$ cat src/rtl/vga_pkg.sv
// VGA 640x480@60 timing constants, framebuffer geometry and the 3-bit colour type.
package vga_pkg;
   localparam int H_VIS_PX  = 640;
   localparam int H_FP      = 16;
   localparam int H_SYNC    = 96;
   localparam int H_BP      = 48;
   localparam int H_TOTAL   = H_VIS_PX + H_FP + H_SYNC + H_BP;

   localparam int V_VIS_LN  = 480;
   localparam int V_FP      = 10;
   localparam int V_SYNC    = 2;
   localparam int V_BP      = 33;
   localparam int V_TOTAL   = V_VIS_LN + V_FP + V_SYNC + V_BP;

   localparam int FB_W      = 160;
   localparam int FB_H      = 120;
   localparam int FB_ADDR_W = 15;
   localparam int CNT_W     = 10;

   typedef logic [2:0] colour_t;
endpackage

$ cat src/rtl/vga_timing.sv
// Pixel-enable divider, raster counters and raw (unregistered) sync/visible decode.
module vga_timing
   import vga_pkg::*;
#(
   parameter int H_VIS = H_VIS_PX,
   parameter int V_VIS = V_VIS_LN
) (
   input  logic             clock,
   input  logic             reset,
   output logic             pix_en,
   output logic [CNT_W-1:0] h_cnt,
   output logic [CNT_W-1:0] v_cnt,
   output logic             hs_raw,
   output logic             vs_raw,
   output logic             vis_raw
);
   localparam int H_END = H_VIS + H_FP + H_SYNC + H_BP;
   localparam int V_END = V_VIS + V_FP + V_SYNC + V_BP;

   logic phase;

   always_ff @(posedge clock) begin
      if (reset) begin
         phase <= 1'b0;
         h_cnt <= '0;
         v_cnt <= '0;
      end else begin
         phase <= ~phase;
         if (phase) begin
            if (h_cnt == CNT_W'(H_END - 1)) begin
               h_cnt <= '0;
               v_cnt <= (v_cnt == CNT_W'(V_END - 1)) ? '0 : v_cnt + CNT_W'(1);
            end else begin
               h_cnt <= h_cnt + CNT_W'(1);
            end
         end
      end
   end

   assign pix_en  = phase;
   assign hs_raw  = !((h_cnt >= CNT_W'(H_VIS + H_FP)) && (h_cnt < CNT_W'(H_VIS + H_FP + H_SYNC)));
   assign vs_raw  = !((v_cnt >= CNT_W'(V_VIS + V_FP)) && (v_cnt < CNT_W'(V_VIS + V_FP + V_SYNC)));
   assign vis_raw = (h_cnt < CNT_W'(H_VIS)) && (v_cnt < CNT_W'(V_VIS));
endmodule

$ cat src/rtl/vga_scanout.sv
// Framebuffer scan-out: address generation, one-pixel output pipeline, frame tick.
// Optional 8-bar test pattern (test_mode port) when VGA_SCANOUT_TESTPATTERN_EN is defined.
module vga_scanout
   import vga_pkg::*;
#(
   parameter int H_VIS      = H_VIS_PX,
   parameter int V_VIS      = V_VIS_LN,
   parameter int SCALE_LOG2 = 2
) (
   input  logic                 clock,
   input  logic                 reset,
   output logic [FB_ADDR_W-1:0] rd_addr,
   input  colour_t              rd_data,
`ifdef VGA_SCANOUT_TESTPATTERN_EN
   input  logic                 test_mode,
`endif
   output logic                 vga_hs,
   output logic                 vga_vs,
   output logic                 vga_blank_n,
   output logic                 vga_sync_n,
   output logic [9:0]           vga_r,
   output logic [9:0]           vga_g,
   output logic [9:0]           vga_b,
   output logic                 frame_tick
);
   logic             pix_en, hs_raw, vs_raw, vis_raw;
   logic [CNT_W-1:0] h_cnt, v_cnt;

   vga_timing #(.H_VIS(H_VIS), .V_VIS(V_VIS)) u_timing (
      .clock   (clock),
      .reset   (reset),
      .pix_en  (pix_en),
      .h_cnt   (h_cnt),
      .v_cnt   (v_cnt),
      .hs_raw  (hs_raw),
      .vs_raw  (vs_raw),
      .vis_raw (vis_raw)
   );

   logic [FB_ADDR_W-1:0] fb_x, fb_y, addr_calc, addr_hold;

   // y*160 as y*128 + y*32
   assign fb_x      = FB_ADDR_W'(h_cnt >> SCALE_LOG2);
   assign fb_y      = FB_ADDR_W'(v_cnt >> SCALE_LOG2);
   assign addr_calc = (fb_y << 7) + (fb_y << 5) + fb_x;

   always_ff @(posedge clock) begin
      if (reset)
         addr_hold <= '0;
      else if (vis_raw)
         addr_hold <= addr_calc;
   end

   assign rd_addr = vis_raw ? addr_calc : addr_hold;

   colour_t pix_colour;
`ifdef VGA_SCANOUT_TESTPATTERN_EN
   colour_t bar;
   // bars are 80 px wide, so the index is h/80 rather than raw counter bits
   always_comb begin
      bar = '0;
      for (int i = 1; i < 8; i++)
         if (h_cnt >= CNT_W'(i * 80)) bar = bar + colour_t'(1);
   end
   assign pix_colour = test_mode ? bar : rd_data;
`else
   assign pix_colour = rd_data;
`endif

   logic    hs_q, vs_q, blank_n_q;
   colour_t rgb_q;

   always_ff @(posedge clock) begin
      if (reset) begin
         hs_q      <= 1'b1;
         vs_q      <= 1'b1;
         blank_n_q <= 1'b0;
         rgb_q     <= '0;
      end else if (pix_en) begin
         hs_q      <= hs_raw;
         vs_q      <= vs_raw;
         blank_n_q <= vis_raw;
         rgb_q     <= vis_raw ? pix_colour : colour_t'(0);
      end
   end

   assign vga_hs      = hs_q;
   assign vga_vs      = vs_q;
   assign vga_blank_n = blank_n_q;
   assign vga_sync_n  = 1'b0;
   assign vga_r       = {10{rgb_q[2]}};
   assign vga_g       = {10{rgb_q[1]}};
   assign vga_b       = {10{rgb_q[0]}};
   assign frame_tick  = pix_en && (h_cnt == '0) && (v_cnt == CNT_W'(V_VIS));
endmodule

$ cat config.mk
export PLATFORM = sky130hd
export DESIGN_NAME = vga_scanout
export DESIGN_NICKNAME = d
export VERILOG_FILES = /design/src/rtl/vga_pkg.sv /design/src/rtl/vga_timing.sv /design/src/rtl/vga_scanout.sv
export SDC_FILE = /design/constraint.sdc
export NUM_CORES = 1
export LEC_CHECK = 0
export CAP_MARGIN = 0
export CORE_ASPECT_RATIO = 0.7
export CORE_UTILIZATION = 46
export CTS_CLUSTER_SIZE = 40
export DETAILED_ROUTE_END_ITERATION = 8
export PLACE_DENSITY_LB_ADDON = 0.08
export SLEW_MARGIN = 0
export SYNTH_ARGS = -nofsm -noshare
export SYNTH_HDL_FRONTEND = slang
export SYNTH_SLANG_ARGS = --single-unit
$ cat constraint.sdc
create_clock -name clock -period 3.3 [get_ports clock]
set_clock_uncertainty 0.2 [all_clocks]
set_input_delay 0.66 -clock clock [delete_from_list [all_inputs] [get_ports clock]]
set_output_delay 0.66 -clock clock [all_outputs]
set_load 0.01 [all_outputs]
==> results of run 1 <==
==> area by class of cell <==
cell class | count | area, sq um
fillers | 458 | 1990
multi-input cells | 186 | 1430
flip-flops and latches | 42 | 843
repair buffers | 82 | 741
well taps | 72 | 90.1
clock buffers | 6 | 82.6
inverters | 11 | 41.3
clock inverters | 2 | 12.5
==> power by group through the flow <==
stage                     logic, uW  clock network [uW]  registers [uW]
after global placement         86.8                   0             534
final                          86.5                 357             522
after floorplan                61.3                   0             533
after CTS                      87.4                 363             523
after global routing           93.0                 391             524
after detailed placement       87.3                   0             535
==> through the flow <==
step	TNS [ps]	hold slack, ps	power, uW	worst slack, ps	std cells
floorplan	0	253	595	15.6	278
CTS	-542	293	973	-197	400
global placement	-1460	276	621	-391	390
detailed placement	-1580	278	622	-427	390
global route	-1390	318	1010	-289	401
finish	-788	301	966	-216	401
==> Yosys cell counts (4+ instances only) <==
library cell | instances | share of area (%)
nand4_1 | 7 | 1.7
mux2_2 | 12 | 5.4
nor4_1 | 4 | 1.0
nand2_1 | 10 | 1.5
nor2_1 | 30 | 4.5
xor2_1 | 7 | 2.5
nand3_1 | 9 | 1.8
nor3_1 | 5 | 1.0
xnor2_1 | 15 | 5.3
o21ai_0 | 4 | 0.80
nor2b_1 | 14 | 3.5
dfxtp_1 | 42 | 34
nand2b_1 | 7 | 1.7
buf_4 | 28 | 8.4
a21oi_1 | 8 | 1.6
clkbuf_1 | 4 | 0.60
ha_1 | 20 | 10
inv_1 | 11 | 1.7
==> registers in the layout, summed over array words and instances, names as in the netlist <==
name	cells
vga_hs	1
rgb_q	3
addr_hold	15
u_timing.h_cnt	10
vga_blank_n	1
u_timing.v_cnt	10
vga_vs	1
u_timing.pix_en	1
==> how the worst max path moves through the flow <==
stage                                   start          end  depth (start not counted)
3_5_place_dp   u_timing.h_cnt[9]$_SDFFE_PP0P_  rd_addr[14]                         11
2_1_floorplan  u_timing.v_cnt[2]$_SDFFE_PP0P_  rd_addr[14]                          9
5_1_grt        u_timing.h_cnt[9]$_SDFFE_PP0P_  rd_addr[12]                         10
6_report       u_timing.h_cnt[9]$_SDFFE_PP0P_  rd_addr[12]                         10
4_1_cts        u_timing.h_cnt[9]$_SDFFE_PP0P_  rd_addr[12]                         10
3_3_place_gp   u_timing.h_cnt[9]$_SDFFE_PP0P_  rd_addr[14]                         11
==> metal layers <==
layer	part of all wire (%)	track usage, %
met5	0	0
met4	0.92	6.25
met3	4.9	4.95
met2	40	28.2
met1	54	28.2
==> cell families after synthesis <==
logic type / Yosys count / synth area share (%)
and+or+nand+nor: 99 / 20.9
buffers and inverters: 50 / 12.4
adders and majority gates: 22 / 11.6
other: 1 / 0.150
DFF: 42 / 33.6
xor gates and xnor gates: 22 / 7.70
AOI/OAI and AO/OA: 28 / 7.40
muxes: 14 / 6.20
==> worst min-delay path, stage by stage (launching register included) <==
cell and delay, ps:
dfxtp_1 330, mux2i_1 60, nor2_1 70
==> what timing repair did <==
action,in CTS,in global routing
setup endpoints to repair,8,7
pin swaps,12,8
resized for setup,43,7
setup buffers,2,1
cloned,0,0
hold buffers,0,0
endpoints found under the hold margin,0,0
==> results.tsv, run 1 <==
metric	value	unit
asr flop ratio synth	0	%
Vias	1987	
clock buffer depth	2	
sequential area share after synthesis	33.6	%
final hold violation count	0	
Antenna Nets Post-Route	0	
design area	3240	sq um
Worst Path Arrival	2660	ps
Post-synth top flop	dfxtp_1	
# setup viols final	6	
Clock Power Share	36.9	%
Avg Cell Area, Syn	9.00	sq um
WL final	5190	um
Worst Tran Pin Value	627	ps
commonest non-fill, non-tap cell in the layout	clkdlybuf4s50_1	
most frequent cells in the layout	45 x clkdlybuf4s50_1, 40 x dfxtp_1, 30 x nor2_1	
IO Count	55	
H-tree Lvls	2	
GRT Residual Overflow	0	
slack of the critical path	-216	ps
Fmax	284	MHz
cell family with most CP delay	adder cells	
WL/cell	12.9	um
Worst Setup End Kind	output pin	
Yosys reg bits	42	
Req. time, crit path	2440	ps
Syn-to-layout area delta	29.4	%
EDFF count, synth	0	
Clock Sinks	42	
Root Driver	clkbuf_8	
n_diodes	0	
Buffers & Inverters on Critical Path	4	
status	complete, but fails checks	
Flop pwr share	54.1	%
Synth cell types	43	
cell mode on critical path	inv_2	
element type at the critical path start	flip-flop	
Via density	4.96	
die width	90.2	um
Site Rows	22	
worst setup path category	reg2out	
post-route minimum period	3520	ps
Post-Syn Instances	278	
Die Y	63.7	um
Post-Syn Nets	305	
synthesis warning total	0	
layout cells sized above 1	21.9	%
Final period util	107	%
total CTS buffers	5	
Nets	355	
RSZ-0062 raised after global routing	true	
CTS tree	done	
Net Sw Frac	24.3	%
Final Max Slew Viols	0	
initial antenna violation count	0	
sw power	234	uW
leak pwr	0.00139	uW
Slowest-stage cell, CP	fa_1	
WHS Path Cells	2	
Core ar.	5230	sq um
Reg2Reg Depth	10	
Detailed Route Iter0 Violations	72	
Post-DP Area	3050	sq um
Max transition margin	58.0	%
Detailed Place HPWL	3800	um
Max stage delay on crit path	540	ps
DR pass1 iterations	4	
DRC	0	
largest net degree at the start of global routing	17	
maximum fanout along the worst path	2	
FF-to-FF Start	u_timing.h_cnt[9]$_SDFFE_PP0P_	
clk slew on worst S/H paths	90	ps
gp weighted congestion	0.819	
worst r2r dst	addr_hold[12]$_SDFF_PP0_	
violated checks	setup timing	
I/O Buffers	53	
R2R Setup Slk	610	ps
worst skew pair latency	300	ps
Power Internal	731	uW
vias in the first global route	1800	
Initial Util	47.8	%
VDD IR max	0.213	mV
max cap viols	0	
first-pass GRT wire length	8850	um
Critical Path, Cell by Cell	inv_2, fa_1, inv_2, fa_2, a21o_1, a221oi_2, buf_4, xnor2_1, mux2_4, buf_6	
Hold Path Origin	vga_blank_n$_SDFFE_PP0P_	
die area	5740	sq um
Finished Core Util	61.9	%
power per cell area	298	nW/um^2
GR Util All Layers	19.6	%
Syn Std Cell Area	2500	sq um
Combinational Power Share	9.0	%
Hold EP	vga_blank_n$_SDFFE_PP0P_	
Hold Path Class	reg2reg	
Note: power is estimated with default switching activity, not from simulation.
==> inputs of run 2 (changes only) <==
Settings changed: GPL_ROUTABILITY_DRIVEN from default to 0, HOLD_SLACK_MARGIN from default to 0.08, PLACE_DENSITY from default to 0.74, PLACE_DENSITY_LB_ADDON 0.08 to default.
==> run 2 against run 1 <==
Compared with the run above:
- the flow still finishes with violations (setup timing)
- highest routed layer unchanged
- largest cell class unchanged
- fmax increased by 0.36%
- combinational power increased by 1%
- cell count decreased by 0.25%
==> results.tsv, run 2 (synthesized netlist as in run 1, its figures left out) <==
metric	value	unit
WL final	5560	um
Combinational Power Share	9.1	%
fill count	454	
Site Rows	22	
Top reg by flops	addr_hold	
Nets	354	
Via density	5.14	
maximum fanout along the worst path	2	
Clock Power Share	36.6	%
hold_buf cts	0	
Detailed Place HPWL	3960	um
violated checks	setup timing	
Core ar.	5230	sq um
max FFs per register	15	
Largest regs	addr_hold x15, u_timing.h_cnt x10, u_timing.v_cnt x10	
status	complete, but fails checks	
post-route minimum period	3500	ps
power per cell area	298	nW/um^2
worst setup path category	reg2out	
initial antenna violation count	0	
Net Sw Frac	23.9	%
clk slew on worst S/H paths	80	ps
Tot Pwr	962	uW
CTS tree	done	
worst skew pair latency	310	ps
total CTS buffers	5	
Detailed Route Iter0 Violations	122	
WL/cell	13.9	um
Fmax	285	MHz
design area	3230	sq um
Flop pwr share	54.4	%
RSZ-0062 raised after global routing	true	
n_diodes	0	
Initial Util	47.8	%
die width	90.2	um
Hold Path Class	reg2reg	
max cap viols	0	
Clock Sinks	42	
clock buffer depth	2	
DRC	0	
Final Max Slew Viols	0	
first-pass GRT wire length	9360	um
Finished Core Util	61.7	%
Req. time, crit path	2440	ps
Placed Instances	389	
Die Y	63.7	um
die area	5740	sq um
Worst Setup End Kind	output pin	
Power Internal	732	uW
final hold violation count	0	
IO Count	55	
commonest non-fill, non-tap cell in the layout	clkdlybuf4s50_1	
Root Driver	clkbuf_8	
Worst Path Arrival	2640	ps
Post-DP Area	3040	sq um
slack of the critical path	-203	ps
sw power	230	uW
largest net degree at the start of global routing	17	
Non-Filler Instances	400	
GRT Residual Overflow	0	
Vias	2057	
# setup viols final	6	
Syn-to-layout area delta	28.9	%
most frequent cells in the layout	45 x clkdlybuf4s50_1, 39 x dfxtp_1, 30 x nor2_1	
layout cells sized above 1	22.0	%
Final period util	106	%
I/O Buffers	53	
element type at the critical path start	flip-flop	
DR pass1 iterations	4	
GR Util All Layers	21.3	%
H-tree Lvls	2	
vias in the first global route	1931	
VDD IR max	0.138	mV
leak pwr	0.00140	uW
Antenna Nets Post-Route	0	
-- run 2: per-layer routing --
metal  global-route usage, %  part of all wire [%]
met1                    28.2                    50
met2                    32.1                    43
met3                    4.83                   5.3
met4                    12.1                   2.2
met5                       0                     0
-- run 2: critical path, cell delays in order, from the launching register on --
cell and delay, ps:
dfxtp_2 340, inv_2 40, fa_1 540, inv_2 50, fa_2 330, a21o_1 190
a221oi_2 240, buf_4 170, xnor2_2 50, mux2_4 270, buf_6 120
-- run 2: what timing repair did --
item,4_1_cts,5_1_grt
setup buffers,2,1
endpoints found under the setup margin,8,7
pin swaps,15,5
gates resized for setup,42,8
hold endpoints to repair,0,0
-- run 2: final timing paths --
path / from / endpoint / slack [ps] / cells after the start
setup reg to reg: u_timing.v_cnt[4]$_SDFFE_PP0P_ / addr_hold[12]$_SDFF_PP0_ / 650 / 10
hold / removal: addr_hold[13]$_SDFF_PP0_ / addr_hold[13]$_SDFF_PP0_ / 290 / 2
hold reg to reg: addr_hold[13]$_SDFF_PP0_ / addr_hold[13]$_SDFF_PP0_ / 290 / 2
setup / recovery: u_timing.v_cnt[4]$_SDFFE_PP0P_ / rd_addr[12] / -200 / 10
-- run 2: stage by stage --
step	hold WS, ps	setup TNS [ps]	setup WS (ps)
2_1_floorplan	253	0	15.6
3_3_place_gp	270	-1460	-432
3_5_place_dp	279	-1710	-447
4_1_cts	293	-537	-206
5_1_grt	322	-1410	-292
6_report	293	-867	-203
-- run 2: power by group through the flow --
stage / clock network (uW) / registers, uW / logic, uW
global route: 386 / 525 / 93.5
floorplan: 0 / 533 / 61.3
global placement: 0 / 534 / 86.2
detailed placement: 0 / 535 / 87.8
CTS: 356 / 523 / 88.1
finish: 351 / 523 / 87.4
-- run 2: cell type report --
cell class	instances	area, sq um	share of cell area (%)
clock inverter	1	5.00	0.155
inverter	11	41.3	1.28
timing repair buffer	81	727	22.5
multi-input combinational	186	1430	44.4
sequential	42	845	26.2
clock buffer	7	86.3	2.68
tap	72	90.1	2.79
==> inputs of run 3 (changes only) <==
Settings changed: PLACE_DENSITY 0.74 to 0.77.
==> run 3 against run 2 <==
Compared with the run above:
- critical endpoint unchanged
- fmax shrank 2.2%
- the run still ends with setup timing left
- sequential power hardly changed
- first-iteration DRC count decreased by 66%
- count of clock-buffer cells in the layout is 1 lower
- design area up 2.6%
- power down 1.9%
- via count fell by 0.58%
- critical path type unchanged
- flip-flop and latch count is the same
==> results.tsv, run 3 (synthesized netlist as in run 1, its figures left out) <==
metric	value	unit
Hold EP	u_timing.pix_en$_SDFF_PP0_	
Die Y	63.7	um
GR Util All Layers	19.8	%
most frequent cells in the layout	45 x clkdlybuf4s50_1, 39 x dfxtp_1, 32 x buf_4	
worst setup path category	reg2out	
layout cells sized above 1	23.9	%
max FFs per register	15	
R2R Setup Slk	430	ps
Syn-to-layout area delta	32.4	%
Hold Path Origin	u_timing.pix_en$_SDFF_PP0_	
Tot Pwr	944	uW
DR pass1 iterations	4	
clk slew on worst S/H paths	80	ps
Core ar.	5230	sq um
commonest non-fill, non-tap cell in the layout	clkdlybuf4s50_1	
# setup viols final	6	
maximum fanout along the worst path	2	
total CTS buffers	5	
Hold Slack	284	ps
Vias	2045	
die area	5740	sq um
leak pwr	0.00141	uW
I/O Buffers	53	
first-pass GRT wire length	9070	um
FF-to-FF Start	u_timing.v_cnt[4]$_SDFFE_PP0P_	
Place WS	-476	ps
WHS Path Cells	1	
Slowest-stage cell, CP	fa_1	
Antenna Nets Post-Route	0	
final hold violation count	0	
Hold Path Class	reg2reg	
Via density	5.07	
worst r2r dst	addr_hold[12]$_SDFF_PP0_	
Worst Setup SP	u_timing.v_cnt[4]$_SDFFE_PP0P_	
worst skew pair latency	300	ps
VDD IR max	0.158	mV
Detailed Route Iter0 Violations	42	
Fmax	279	MHz
RSZ-0062 raised after global routing	true	
Final period util	109	%
Clock Sinks	42	
Req. time, crit path	2440	ps
slack of the critical path	-284	ps
Buffers & Inverters on Critical Path	4	
Worst Path Arrival	2720	ps
clock buffer depth	2	
element type at the critical path start	flip-flop	
Top reg by flops	addr_hold	
die width	90.2	um
vias in the first global route	1898	
Nets	359	
Worst Setup End Kind	output pin	
cell mode on critical path	inv_2	
DRC	0	
CTS tree	done	
Finished Core Util	63.3	%
max cap viols	0	
Largest regs	addr_hold x15, u_timing.h_cnt x10, u_timing.v_cnt x10	
design area	3310	sq um
WL/cell	13.8	um
WL final	5580	um
post-route minimum period	3580	ps
power per cell area	285	nW/um^2
Root Driver	clkbuf_8	
status	complete, but fails checks	
IO Count	55	
initial antenna violation count	0	
Detailed Place HPWL	3820	um
Final Max Slew Viols	0	
Max stage delay on crit path	540	ps
Site Rows	22	
n_diodes	0	
Critical Path, Cell by Cell	inv_2, fa_1, inv_2, fa_2, a21o_1, a221oi_2, buf_4, xnor2_2, mux2_4, buf_6	
H-tree Lvls	2	
violated checks	setup timing	
Post-DP Area	3030	sq um
Reg2Reg Depth	11	
Initial Util	47.8	%
largest net degree at the start of global routing	20	
GRT Residual Overflow	0	
cell family with most CP delay	adder cells	
## run 3: cell type report
type	count	area, sq um
Inverter	11	41.3
Fill cell	428	1920
Sequential cell	42	845
Multi-Input combinational cell	186	1480
Timing Repair Buffer	86	774
Clock buffer	6	82.6
Tap cell	72	90.1
## run 3: timing repair
item | CTS | global route
buffers inserted | 6 | 3
hold buffers | 0 | 0
gates resized for setup | 52 | 7
setup endpoints to repair | 8 | 7
pin swaps | 15 | 9
## run 3: per-stage QoR
step | std cells | TNS [ps]
after floorplan | 278 | 0
after global placement | 388 | -1560
after detailed placement | 388 | -1930
after CTS | 400 | -548
after global routing | 403 | -1580
final | 403 | -1070
## run 3: power by group
group          internal [uW]  leakage, uW  switching (uW)
combinational           50.3      0.00103            36.5
clock                    162    0.0000431             173
sequential               513     0.000341            9.44
## run 3: worst max path at each step
| stage | endpoint | slack [ps] | cells after the start |
|---|---|---|---|
| after floorplan | rd_addr[14] | 20 | 9 |
| after global placement | rd_addr[14] | -400 | 10 |
| after detailed placement | rd_addr[12] | -480 | 9 |
| after CTS | rd_addr[12] | -250 | 10 |
| after global routing | rd_addr[12] | -340 | 10 |
| final | rd_addr[12] | -280 | 10 |
## run 3: routing by layer
metal / vias up / global-route usage (%) / wire length [um]
li1: 1023 / - / -
met1: 952 / 26.6 / 2670
met2: 66 / 31.2 / 2560
met3: 4 / 5.19 / 312
met4: 0 / 6.05 / 37
met5: - / 0 / 0
